--- src/rtl/dac_serial_loader.sv ---
// Serial loader for AD56x8-class multi-channel DACs: streams one 32-bit SPI frame
// per enabled channel from a snapshot of a host-written code bank.
module dac_serial_loader #(
    parameter int          NUM_CH       = 8,
    parameter int          DATA_W       = 16,
    parameter logic [15:0] DEFAULT_CODE = 16'h8000,
    parameter int          GAP_TICKS    = 1,
    parameter bit          INT_REF      = 1'b0,
    localparam int         CH_W         = (NUM_CH > 1) ? $clog2(NUM_CH) : 1
) (
    input  logic              clk,
    input  logic              reset,
    input  logic              clk_en,
    input  logic              wr_en,
    input  logic [CH_W-1:0]   wr_ch,
    input  logic [DATA_W-1:0] wr_data,
    input  logic [NUM_CH-1:0] ch_mask,
    input  logic              mode,
    input  logic              start,
    output logic              Din,
    output logic              SYNC_bar,
    output logic              busy,
    output logic              done
);

    localparam int          GAP_W     = $clog2(GAP_TICKS) + 1;
    localparam logic [31:0] NUM_CH_U  = NUM_CH;
    localparam logic [31:0] REF_FRAME = 32'h0800_0001;

    typedef enum logic [2:0] {IDLE, REF_GAP, GAP, SHIFT, FINISH} state_t;

    state_t            state, state_next;
    logic [DATA_W-1:0] bank [NUM_CH];
    logic [DATA_W-1:0] snap [NUM_CH];
    logic              snap_mode;
    logic [NUM_CH-1:0] pend, pend_next, pend_clr;
    logic [31:0]       shreg, shreg_next, frame;
    logic [4:0]        bit_cnt, bit_next;
    logic [GAP_W-1:0]  gap_cnt, gap_next;
    logic [CH_W-1:0]   sel;
    logic [3:0]        cmd;
    logic              take;

    assign take = (state == IDLE) && start;

    always_ff @(posedge clk or posedge reset) begin
        if (reset) begin
            for (int i = 0; i < NUM_CH; i++) bank[i] <= DEFAULT_CODE[DATA_W-1:0];
        end else if (wr_en && (32'(wr_ch) < NUM_CH_U)) begin
            bank[wr_ch] <= wr_data;
        end
    end

    // The sweep works only from this copy, so host writes during a sweep land next time.
    always_ff @(posedge clk or posedge reset) begin
        if (reset) begin
            for (int i = 0; i < NUM_CH; i++) snap[i] <= DEFAULT_CODE[DATA_W-1:0];
            snap_mode <= 1'b0;
        end else if (take) begin
            snap      <= bank;
            snap_mode <= mode;
        end
    end

    // Lowest pending channel goes next, giving ascending address order.
    always_comb begin
        sel = '0;
        for (int i = NUM_CH - 1; i >= 0; i--) begin
            if (pend[i]) sel = CH_W'(i);
        end
    end

    always_comb begin
        pend_clr = pend & ~(NUM_CH'(1) << sel);
        if (!snap_mode)          cmd = 4'b0011;
        else if (pend_clr == '0) cmd = 4'b0010;
        else                     cmd = 4'b0000;
        frame = {4'b0000, cmd, 4'(sel), 20'(snap[sel]) << (20 - DATA_W)};
    end

    always_comb begin
        state_next = state;
        pend_next  = pend;
        shreg_next = shreg;
        bit_next   = bit_cnt;
        gap_next   = gap_cnt;
        case (state)
            IDLE: begin
                if (start) begin
                    pend_next = ch_mask;
                    gap_next  = '0;
                    if (INT_REF)           state_next = REF_GAP;
                    else if (|ch_mask)     state_next = GAP;
                    else                   state_next = FINISH;
                end
            end
            REF_GAP, GAP: begin
                if (clk_en) begin
                    if (gap_cnt == GAP_W'(GAP_TICKS - 1)) begin
                        state_next = SHIFT;
                        bit_next   = '0;
                        if (state == REF_GAP) begin
                            shreg_next = REF_FRAME;
                        end else begin
                            shreg_next = frame;
                            pend_next  = pend_clr;
                        end
                    end else begin
                        gap_next = gap_cnt + 1'b1;
                    end
                end
            end
            SHIFT: begin
                if (clk_en) begin
                    if (bit_cnt == 5'd31) begin
                        gap_next   = '0;
                        state_next = (|pend) ? GAP : FINISH;
                    end else begin
                        bit_next   = bit_cnt + 5'd1;
                        shreg_next = {shreg[30:0], 1'b0};
                    end
                end
            end
            FINISH:  state_next = IDLE;
            default: state_next = IDLE;
        endcase
    end

    // Outputs are registered from the next-state decode so the DAC pins never glitch.
    always_ff @(posedge clk or posedge reset) begin
        if (reset) begin
            state    <= IDLE;
            pend     <= '0;
            shreg    <= '0;
            bit_cnt  <= '0;
            gap_cnt  <= '0;
            SYNC_bar <= 1'b1;
            Din      <= 1'b0;
            busy     <= 1'b0;
            done     <= 1'b0;
        end else begin
            state    <= state_next;
            pend     <= pend_next;
            shreg    <= shreg_next;
            bit_cnt  <= bit_next;
            gap_cnt  <= gap_next;
            SYNC_bar <= (state_next != SHIFT);
            Din      <= (state_next == SHIFT) && shreg_next[31];
            busy     <= (state_next != IDLE);
            done     <= (state_next == FINISH);
        end
    end

endmodule

--- config.mk ---
export PLATFORM = sky130hd
export DESIGN_NAME = dac_serial_loader
export DESIGN_NICKNAME = d
export VERILOG_FILES = /design/src/rtl/dac_serial_loader.sv
export SDC_FILE = /design/constraint.sdc
export NUM_CORES = 1
export LEC_CHECK = 0
export ABC_AREA = 1
export ABC_CLOCK_PERIOD_IN_PS = 19610
export CAP_MARGIN = 20
export CORE_MARGIN = 2
export CORE_UTILIZATION = 66
export CTS_CLUSTER_DIAMETER = 200
export CTS_CLUSTER_SIZE = 20
export DETAILED_ROUTE_END_ITERATION = 12
export PLACE_DENSITY_LB_ADDON = 0.12
export SYNTH_ARGS = -nofsm -noshare
export SYNTH_HDL_FRONTEND = slang
export SYNTH_SLANG_ARGS = --single-unit
--- constraint.sdc ---
create_clock -name clk -period 19.61 [get_ports clk]
set_input_delay 2.9415 -clock clk [delete_from_list [all_inputs] [get_ports clk]]
set_output_delay 2.9415 -clock clk [all_outputs]
set_load 0.02 [all_outputs]
==> impl_metrics.json, run 1 <==
{
  "outcome": "complete, no violations",
  "r2r_setup_slack_ps": 16750,
  "final.setup.tns_ps": 0,
  "setup_viol": 0,
  "worst_pin_slew_ps": 1034,
  "seqPwrFrac": 0.456,
  "wl_um": 30590,
  "fillers": 1560,
  "min_period_over_period": 0.2496,
  "arrival_ps": 5310,
  "cap_violations": 0,
  "ys.flop_type": "dfrtp_1",
  "grt_pass1_vias": 9778,
  "cp_max_fo": 107,
  "cts_buffers": 19,
  "die_h_um": 145.3,
  "max_slew_margin": 0.3091,
  "hold_path_depth": 2,
  "powerDensity_mw_per_mm2": 150.1,
  "rows": 51,
  "dieArea_mm2": 0.02111,
  "startpoint_type": "primary input",
  "crit_type": "in -> reg",
  "die_w_um": 145.3,
  "cts_tree": "done",
  "fin_nets": 1550,
  "clk_path_buf_depth": 3,
  "ant_nets": 0,
  "yosysTopAreaCellShare": 0.5546,
  "hold_buffers": 0,
  "vias": 10100,
  "internal-power_mw": 1.281,
  "gp_congestion": 0.8516,
  "yosys-top-cells-count": "515 x nand2_1, 292 x dfrtp_1, 229 x o21ai_0, 141 x inv_1, 55 x nand3_1",
  "grtUsageTotal": 0.3001,
  "cts_resized": 0,
  "peakVddDrop_mv": 0.07737,
  "switching_power_uw": 848.4,
  "pwr-share-clk": 0.187,
  "drv_slew": 0,
  "max_freq_ghz": 0.2043,
  "finalCriticalPeriod_ps": 4894,
  "switching_share": 0.3985,
  "place_inst": 1757,
  "areaGrowthSynthToFinish_pct": 7.654,
  "synthArstFlopShare": 1.000,
  "hold-worst-slack_ps": 467.5,
  "instances_no_fill": 1793,
  "p_leak_nw": 6.851,
  "netlist_instances": 1525,
  "core_area_mm2": 0.01953,
  "yosysUniqueCellTypes": 41,
  "finClkSkew_ps": 19.77,
  "antenna_found_initial": 0,
  "drc": 0,
  "cts_max_level": 1,
  "synth_warnings": 0,
  "vias_per_cell": 5.635,
  "drt_iter0_markers": 914,
  "startpoint": "start",
  "root_buffer": "clkbuf_16",
  "worstHoldPathType": "reg -> reg",
  "layout-drive-gt1-share": 0.06283,
  "syn_nets": 1560,
  "diodes": 0,
  "cp_data_required_time_ps": 20030,
  "worstRegToRegCells": 14,
  "finalHoldViolations": 0,
  "rr_endpoint": "shreg[8]$_DFFE_PP0P_",
  "synth_seq_cells": 309,
  "avgSynthCellArea_um2": 8.639,
  "synthTopCellsByArea": "dfrtp_1 55%, nand2_1 15%, o21ai_0 8.7%",
  "synth.yosys.seq_area_share": 0.5885,
  "grt_first_pass_wirelength_um": 50760,
  "clk_latency_ps": 520,
  "reg2reg_from": "pend[6]$_DFFE_PP0P_",
  "portBuffers": 36,
  "yosys.area.top_type": "dfrtp_1",
  "p_comb_frac": 0.357,
  "post-place-ws_ps": 14240,
  "layout_setup_ws_ps": 14720,
  "gr-total-overflow": 0,
  "grt_max_degree": 197,
  "rsz0062_at_grt": "no",
  "synth.most_common_cell": "nand2_1",
  "dr.pass1.iters": 6,
  "cts.clk_slew.worst_paths_ps": 80,
  "syn_area_mm2": 0.01318,
  "seq_area_mm2": 0.007754,
  "io_pins": 37,
  "end_kind": "register",
  "postCtsSetupRepairBufs": 0,
  "multiInputGateArea_mm2": 0.004479,
  "dpl.hpwl_um": 18430,
  "initial_utilization": 0.6747,
  "wl_per_cell_um": 17.06,
  "cp-endpoint": "snap[112]$_DFFE_PP0P_",
  "cts.sinks": 309,
  "synth_edf_count": 0
}
-- power groups by stage --
stage          logic [mW]  clock network (mW)  registers [mW]
6_report            0.760               0.397           0.971
3_3_place_gp        0.726                   0           0.971
2_1_floorplan       0.579                   0           0.957
5_1_grt             0.858               0.425           0.996
3_5_place_dp        0.745                   0           0.978
4_1_cts             0.755               0.405           0.969
-- cell type report --
type / instances / area share
inverter: 151 / 0.04084
multi-input combinational: 987 / 0.3158
tap: 265 / 0.02338
clock buffer: 32 / 0.03696
clock inverter: 2 / 0.001764
timing repair buffer: 47 / 0.03458
sequential: 309 / 0.5467
-- cell usage in the layout, fill, tap and decap left out, types with 2 or more instances in the layout --
master           instances
nand2_1                514
dfrtp_1                292
o21ai_0                229
inv_1                  139
nand3_1                 54
nor2_1                  49
nor3_1                  40
clkdlybuf4s50_1         36
clkbuf_16               19
dfstp_2                 17
a21oi_1                 17
o21ai_1                 14
clkbuf_1                13
o22ai_1                  9
inv_2                    8
nand3_2                  7
buf_4                    7
nand4_1                  6
nand2_2                  5
nor2_4                   5
or2_2                    5
o221ai_1                 4
nand2_4                  4
a22o_1                   4
o21ai_2                  4
nor3_2                   2
o211ai_1                 2
inv_4                    2
ha_1                     2
buf_8                    2
-- through the flow --
stage | cell area [um^2] | util | total power [mW]
after floorplan | 13180 | - | 1.536
after global placement | 13580 | 0.6953 | 1.697
after detailed placement | 13590 | 0.6961 | 1.724
after CTS | 14140 | 0.7242 | 2.129
after global routing | 14180 | 0.7264 | 2.278
final | 14180 | 0.7264 | 2.129
-- worst min-delay path by stage --
| stage | startpoint | to | slack, ps |
|---|---|---|---|
| floorplan | bank[17]$_DFFE_PP0P_ | snap[17]$_DFFE_PP0P_ | 440 |
| global placement | bank[81]$_DFFE_PP0P_ | snap[81]$_DFFE_PP0P_ | 450 |
| detailed placement | bank[79]$_DFFE_PP1P_ | snap[79]$_DFFE_PP1P_ | 450 |
| CTS | bank[79]$_DFFE_PP1P_ | snap[79]$_DFFE_PP1P_ | 470 |
| global route | bank[79]$_DFFE_PP1P_ | snap[79]$_DFFE_PP1P_ | 490 |
| finish | bank[79]$_DFFE_PP1P_ | snap[79]$_DFFE_PP1P_ | 470 |
-- registers in the layout, indices dropped and copies added, names as in the netlist --
signal     flops
snap_mode      1
state          3
done           1
bank         128
bit_cnt        5
SYNC_bar       1
snap         128
busy           1
shreg         32
Din            1
pend           8
-- cells by family after synthesis --
logic type               after synthesis  share of synthesized area
AO/OA/AOI/OAI                        287                     0.1150
XOR/XNOR                               1                  0.0006649
adder cells (fa/ha/maj)                2                   0.001899
buffers and inverters                229                    0.07246
flip-flops                           309                     0.5885
AND/OR/NAND/NOR                      697                     0.2215
-- metal layers --
layer / vias to the layer above / GRT usage / routed length, um
met5: - / 0 / 0
met4: 0 / 0.1025 / 979
met3: 57 / 0.04434 / 1835
met2: 313 / 0.4882 / 14480
met1: 4915 / 0.4202 / 13290
li1: 4819 / - / -
-- critical path: stages --
cell and delay (ps):
clkdlybuf4s50_1 500, nand3_2 120, inv_4 680, buf_4 700, nand2_1 120, o21ai_0 120
No activity file was read; power rests on OpenSTA's default activity.
==> inputs of run 2 (changes only) <==
--- a/config.mk
+++ b/config.mk
@@ -6,10 +6,10 @@
 export NUM_CORES = 1
 export LEC_CHECK = 0
 export ABC_AREA = 1
-export ABC_CLOCK_PERIOD_IN_PS = 19610
+export ABC_CLOCK_PERIOD_IN_PS = 4700
 export CAP_MARGIN = 20
 export CORE_MARGIN = 2
-export CORE_UTILIZATION = 66
+export CORE_UTILIZATION = 61
 export CTS_CLUSTER_DIAMETER = 200
 export CTS_CLUSTER_SIZE = 20
 export DETAILED_ROUTE_END_ITERATION = 12
==> constraint.sdc (replaced) <==
create_clock -name clk -period 4.7 [get_ports clk]
set_input_delay 0.705 -clock clk [delete_from_list [all_inputs] [get_ports clk]]
set_output_delay 0.705 -clock clk [all_outputs]
set_load 0.02 [all_outputs]
==> impl_metrics.json, run 2 (synthesized netlist as in run 1, its figures left out) <==
{
  "outcome": "complete, no violations",
  "arrival_ps": 3160,
  "p_comb_frac": 0.353,
  "core_area_mm2": 0.02109,
  "crit_top_cell": "nand2_1",
  "finalHoldViolations": 0,
  "dpl.hpwl_um": 19290,
  "reg_top3": "bank (128), snap (128), shreg (32)",
  "rows": 53,
  "io_pins": 37,
  "antenna_found_initial": 0,
  "cp_top_family": "simple AND/OR/NAND/NOR gates",
  "layout_commonest_cell": "nand2_1",
  "cts.clk_slew.worst_paths_ps": 90,
  "finClkSkew_ps": 18.17,
  "drt_iter0_markers": 934,
  "grt_first_pass_wirelength_um": 51060,
  "clk_latency_ps": 510,
  "min_period_over_period": 0.5888,
  "grtUsageTotal": 0.2858,
  "cts_max_level": 1,
  "hold-worst-slack_ps": 455.9,
  "grt_pass1_vias": 9804,
  "wl_um": 30750,
  "root_buffer": "clkbuf_16",
  "vias": 10140,
  "hold_buffers": 0,
  "slowest_delay_ps": 690,
  "internal-power_mw": 5.342,
  "p_leak_nw": 6.860,
  "final_cell_mix": "514 x nand2_1, 292 x dfrtp_1, 229 x o21ai_0",
  "gr-total-overflow": 0,
  "final.setup.tns_ps": 0,
  "reg2reg_from": "pend[6]$_DFFE_PP0P_",
  "cap_violations": 0,
  "finalCriticalPeriod_ps": 2767,
  "switching_power_mw": 3.476,
  "ant_nets": 0,
  "pwr-share-clk": 0.187,
  "worstHoldPathType": "in -> async",
  "end_kind": "register",
  "cts_tree": "done",
  "setup_viol": 0,
  "wl_per_cell_um": 17.04,
  "seqPwrFrac": 0.460,
  "cts_buffers": 19,
  "vias_per_cell": 5.619,
  "fin_nets": 1554,
  "diodes": 0,
  "clk_path_buf_depth": 3,
  "dieArea_mm2": 0.02279,
  "powerDensity_mw_per_mm2": 620.5,
  "layout-drive-gt1-share": 0.06536,
  "switching_share": 0.3942,
  "critPathSlowestCell": "nor2_4",
  "peakVddDrop_mv": 0.3534,
  "worst_pin_slew_ps": 962.2,
  "initial_utilization": 0.6248,
  "grt_max_degree": 174,
  "rr_endpoint": "shreg[16]$_DFFE_PP0P_",
  "gp_congestion": 0.8494,
  "worstRegToRegCells": 15,
  "drv_slew": 0,
  "crit_type": "reg -> reg",
  "areaGrowthSynthToFinish_pct": 7.873,
  "rsz0062_at_grt": "no",
  "startpoint_type": "register",
  "postCtsSetupRepairBufs": 0,
  "die_h_um": 151.0,
  "cp_data_required_time_ps": 5090,
  "cp_max_fo": 34,
  "max_freq_ghz": 0.3614,
  "post-place-ws_ps": 1911,
  "finish.utilization": 0.6740,
  "die_w_um": 151.0,
  "max_slew_margin": 0.3570,
  "cts.sinks": 309,
  "crit_path_cell_trace": "inv_2 -> nand2_1 -> nand2_1 -> nand2_1 -> nand2_2 -> nand2_4 -> nand2_4 -> nand2_4 -> inv_2 -> nor2_4 -> nand2_1 -> nand3_1 -> nand2_1 -> nand2_1 -> nand3_1",
  "portBuffers": 36,
  "r2r_setup_slack_ps": 1930,
  "cp_num_buf_inv": 2,
  "dr.pass1.iters": 5,
  "drc": 0,
  "layout_setup_ws_ps": 1933,
  "cts_resized": 0
}
-- run 2: cell count changes in the layout (fill, tap and decap cells not counted) --
cell / before / now
buf_12: 1 / 2
clkbuf_1: 13 / 11
buf_4: 7 / 12
buf_8: 2 / 0
inv_8: 1 / 0
clkinvlp_4: 0 / 1
-- run 2: worst max path at each step --
stage	startpoint	to	slack, ps	cells past startpoint
after global routing	state[1]$_DFF_PP0_	shreg[10]$_DFFE_PP0P_	1740	10
after detailed placement	start	snap[101]$_DFFE_PP0P_	1910	5
final	pend[6]$_DFFE_PP0P_	shreg[16]$_DFFE_PP0P_	1930	15
after floorplan	reset	Din$_DFF_PP0_	-100	1
after CTS	pend[6]$_DFFE_PP0P_	shreg[16]$_DFFE_PP0P_	1940	15
after global placement	start	snap[36]$_DFFE_PP0P_	1970	5
-- run 2: through the flow --
stage,area [um^2],power [mW],std cells
6_report,14210,8.818,1805
5_1_grt,14210,9.471,1805
4_1_cts,14210,8.842,1805
3_5_place_dp,13670,7.186,1773
3_3_place_gp,13640,7.089,1772
2_1_floorplan,13180,6.409,1525
-- run 2: cell type report --
class                      instances  area [um^2]
sequential                       309         7754
clock inverter                     2        25.02
clock buffer                      30        516.7
tap                              275        344.1
timing repair buffer              51        518.0
multi-input combinational        987         4479
inverter                         151        575.6
fill                            1734         6875
-- run 2: power by group through the flow --
| stage | sequential, mW | clock, mW | combinational (mW) |
|---|---|---|---|
| after floorplan | 3.99 | 0 | 2.42 |
| after detailed placement | 4.09 | 0 | 3.09 |
| after CTS | 4.05 | 1.68 | 3.12 |
| final | 4.06 | 1.65 | 3.12 |
| after global placement | 4.07 | 0 | 3.02 |
| after global routing | 4.15 | 1.79 | 3.53 |
-- run 2: metal layers --
layer	global-route usage	routed length (um)	vias to the layer above
li1	-	-	4814
met1	0.4056	13470	4982
met2	0.4755	14750	299
met3	0.03645	1828	47
met4	0.06916	712	0
met5	0	0	-
==> inputs of run 3 (changes only) <==
--- a/config.mk
+++ b/config.mk
@@ -6,10 +6,10 @@
 export NUM_CORES = 1
 export LEC_CHECK = 0
 export ABC_AREA = 1
-export ABC_CLOCK_PERIOD_IN_PS = 4700
+export ABC_CLOCK_PERIOD_IN_PS = 2400
 export CAP_MARGIN = 20
 export CORE_MARGIN = 2
-export CORE_UTILIZATION = 61
+export CORE_UTILIZATION = 55
 export CTS_CLUSTER_DIAMETER = 200
 export CTS_CLUSTER_SIZE = 20
 export DETAILED_ROUTE_END_ITERATION = 12
==> constraint.sdc (replaced) <==
create_clock -name clk -period 2.4 [get_ports clk]
set_input_delay 0.36 -clock clk [delete_from_list [all_inputs] [get_ports clk]]
set_output_delay 0.36 -clock clk [all_outputs]
set_load 0.02 [all_outputs]
==> impl_metrics.json, run 3 (synthesized netlist as in run 1, its figures left out) <==
{
  "met2_usage": 0.3982,
  "outcome": "complete, no violations",
  "layout_commonest_cell": "nand2_1",
  "worst_pin_slew_ps": 635.3,
  "wl_um": 31210,
  "place_inst": 1836,
  "clk_latency_ps": 510,
  "cts_resized": 0,
  "wl_per_cell_um": 16.75,
  "drc": 0,
  "place_area_mm2": 0.01391,
  "arrival_ps": 2590,
  "stdcell_area_mm2": 0.01443,
  "portBuffers": 36,
  "post-place-ws_ps": 243.9,
  "cp_max_fo": 31,
  "cts.sinks": 309,
  "antenna_found_initial": 0,
  "root_buffer": "clkbuf_16",
  "worstHoldPathType": "in -> async",
  "io_pins": 37,
  "reg_top3": "bank (128), snap (128), shreg (32)",
  "cap_violations": 0,
  "peakVddDrop_mv": 0.6812,
  "cts.clk_slew.worst_paths_ps": 90,
  "rsz0062_at_grt": "no",
  "grt_busiest_layer": "met2",
  "postCtsSetupRepairBufs": 0,
  "dieArea_mm2": 0.02521,
  "areaGrowthSynthToFinish_pct": 9.534,
  "min_period_over_period": 0.8924,
  "grt_first_pass_wirelength_um": 51420,
  "cp_data_required_time_ps": 2850,
  "dpl.hpwl_um": 20040,
  "die_h_um": 158.8,
  "final_cell_mix": "515 x nand2_1, 292 x dfrtp_1, 229 x o21ai_0",
  "end_kind": "register",
  "diodes": 0,
  "cts_buffers": 19,
  "layout-drive-gt1-share": 0.07642,
  "grtUsageTotal": 0.2517,
  "layout_setup_ws_ps": 258.3,
  "startpoint_type": "register",
  "die_w_um": 158.8,
  "dr.pass1.iters": 7,
  "grt_pass1_vias": 9521,
  "finalHoldViolations": 0,
  "fin_nets": 1573,
  "initial_utilization": 0.5613,
  "gr-usage-met3": 0.02612,
  "grtUsageMet1": 0.3855,
  "p_leak_nw": 6.954,
  "finalPower_mw": 17.52,
  "grt_max_degree": 111,
  "finalCriticalPeriod_ps": 2142,
  "gr-total-overflow": 0,
  "cts_tree": "done",
  "setup_viol": 0,
  "instances_no_fill": 1863,
  "gp_congestion": 0.8336,
  "max_slew_margin": 0.5765,
  "drt_iter0_markers": 851,
  "ant_nets": 0,
  "max_freq_ghz": 0.4669,
  "vias_per_cell": 5.389,
  "hold_buffers": 0,
  "vias": 10040,
  "drv_slew": 0,
  "rows": 56,
  "core_area_mm2": 0.02347,
  "cts_max_level": 1,
  "clk_path_buf_depth": 3,
  "crit_type": "reg -> reg",
  "finClkSkew_ps": 14.22,
  "powerDensity_mw_per_mm2": 1214
}
run 3: cell count changes in the layout (fill, tap and decap cells not counted):
cell / previous run / this run
buf_12: 2 / 7
buf_4: 12 / 27
clkbuf_1: 11 / 6
nand2_1: 514 / 515
nand2_2: 5 / 4
buf_16: 1 / 0
run 3: path summary, 6_finish.rpt:
kind	start	endpoint	slack, ps	depth (start not counted)
setup / recovery	pend[6]$_DFFE_PP0P_	shreg[9]$_DFFE_PP0P_	260	13
hold / removal	reset	snap[39]$_DFFE_PP0P_	140	2
setup reg to reg	pend[6]$_DFFE_PP0P_	shreg[9]$_DFFE_PP0P_	260	13
hold reg to reg	bank[29]$_DFFE_PP0P_	snap[29]$_DFFE_PP0P_	460	2
max in group asynchronous	reset	snap[34]$_DFFE_PP0P_	1370	3
min in group clk	wr_data[15]	bank[15]$_DFFE_PP1P_	420	3
run 3: layout make-up:
class / instances / area (um^2)
Multi-Input combinational cell: 987 / 4477
Sequential cell: 309 / 7754
Tap cell: 319 / 399.1
Timing Repair Buffer: 70 / 703.2
Clock buffer: 25 / 498.0
Clock inverter: 2 / 25.02
Inverter: 151 / 575.6
Fill cell: 2061 / 9041
run 3: report_power, final:
part	total (mW)	internal [mW]	switching, mW	leakage [nW]
clock	3.18	1.47	1.71	0.253
sequential	7.93	7.07	0.855	3.89
combinational	6.41	2.10	4.32	2.81
run 3: per-layer routing:
layer	wire, um	part of all wire
met5	0	0
met4	529	0.017
met3	1488	0.048
met2	14280	0.46
met1	14910	0.48
run 3: through the flow:
stage	hold slack (ps)	setup TNS, ps	utilization
3_3_place_gp	449.3	0	0.5925
6_report	140.5	0	0.6148
4_1_cts	131.0	0	0.6148
2_1_floorplan	442.2	-617490	-
3_5_place_dp	451.7	0	0.5925
5_1_grt	149.6	0	0.6148
run 3: critical path: stages, from the launching register on:
cell	delay, ps
dfrtp_1	420
inv_2	80
nand2_1	50
nand2_1	50
nand2_1	50
nand2_2	100
nand2_4	180
nand2_4	420
nor2_1	100
nor3_1	260
nand3_1	110
nand2_1	120
nand2_1	70
nand3_2	60
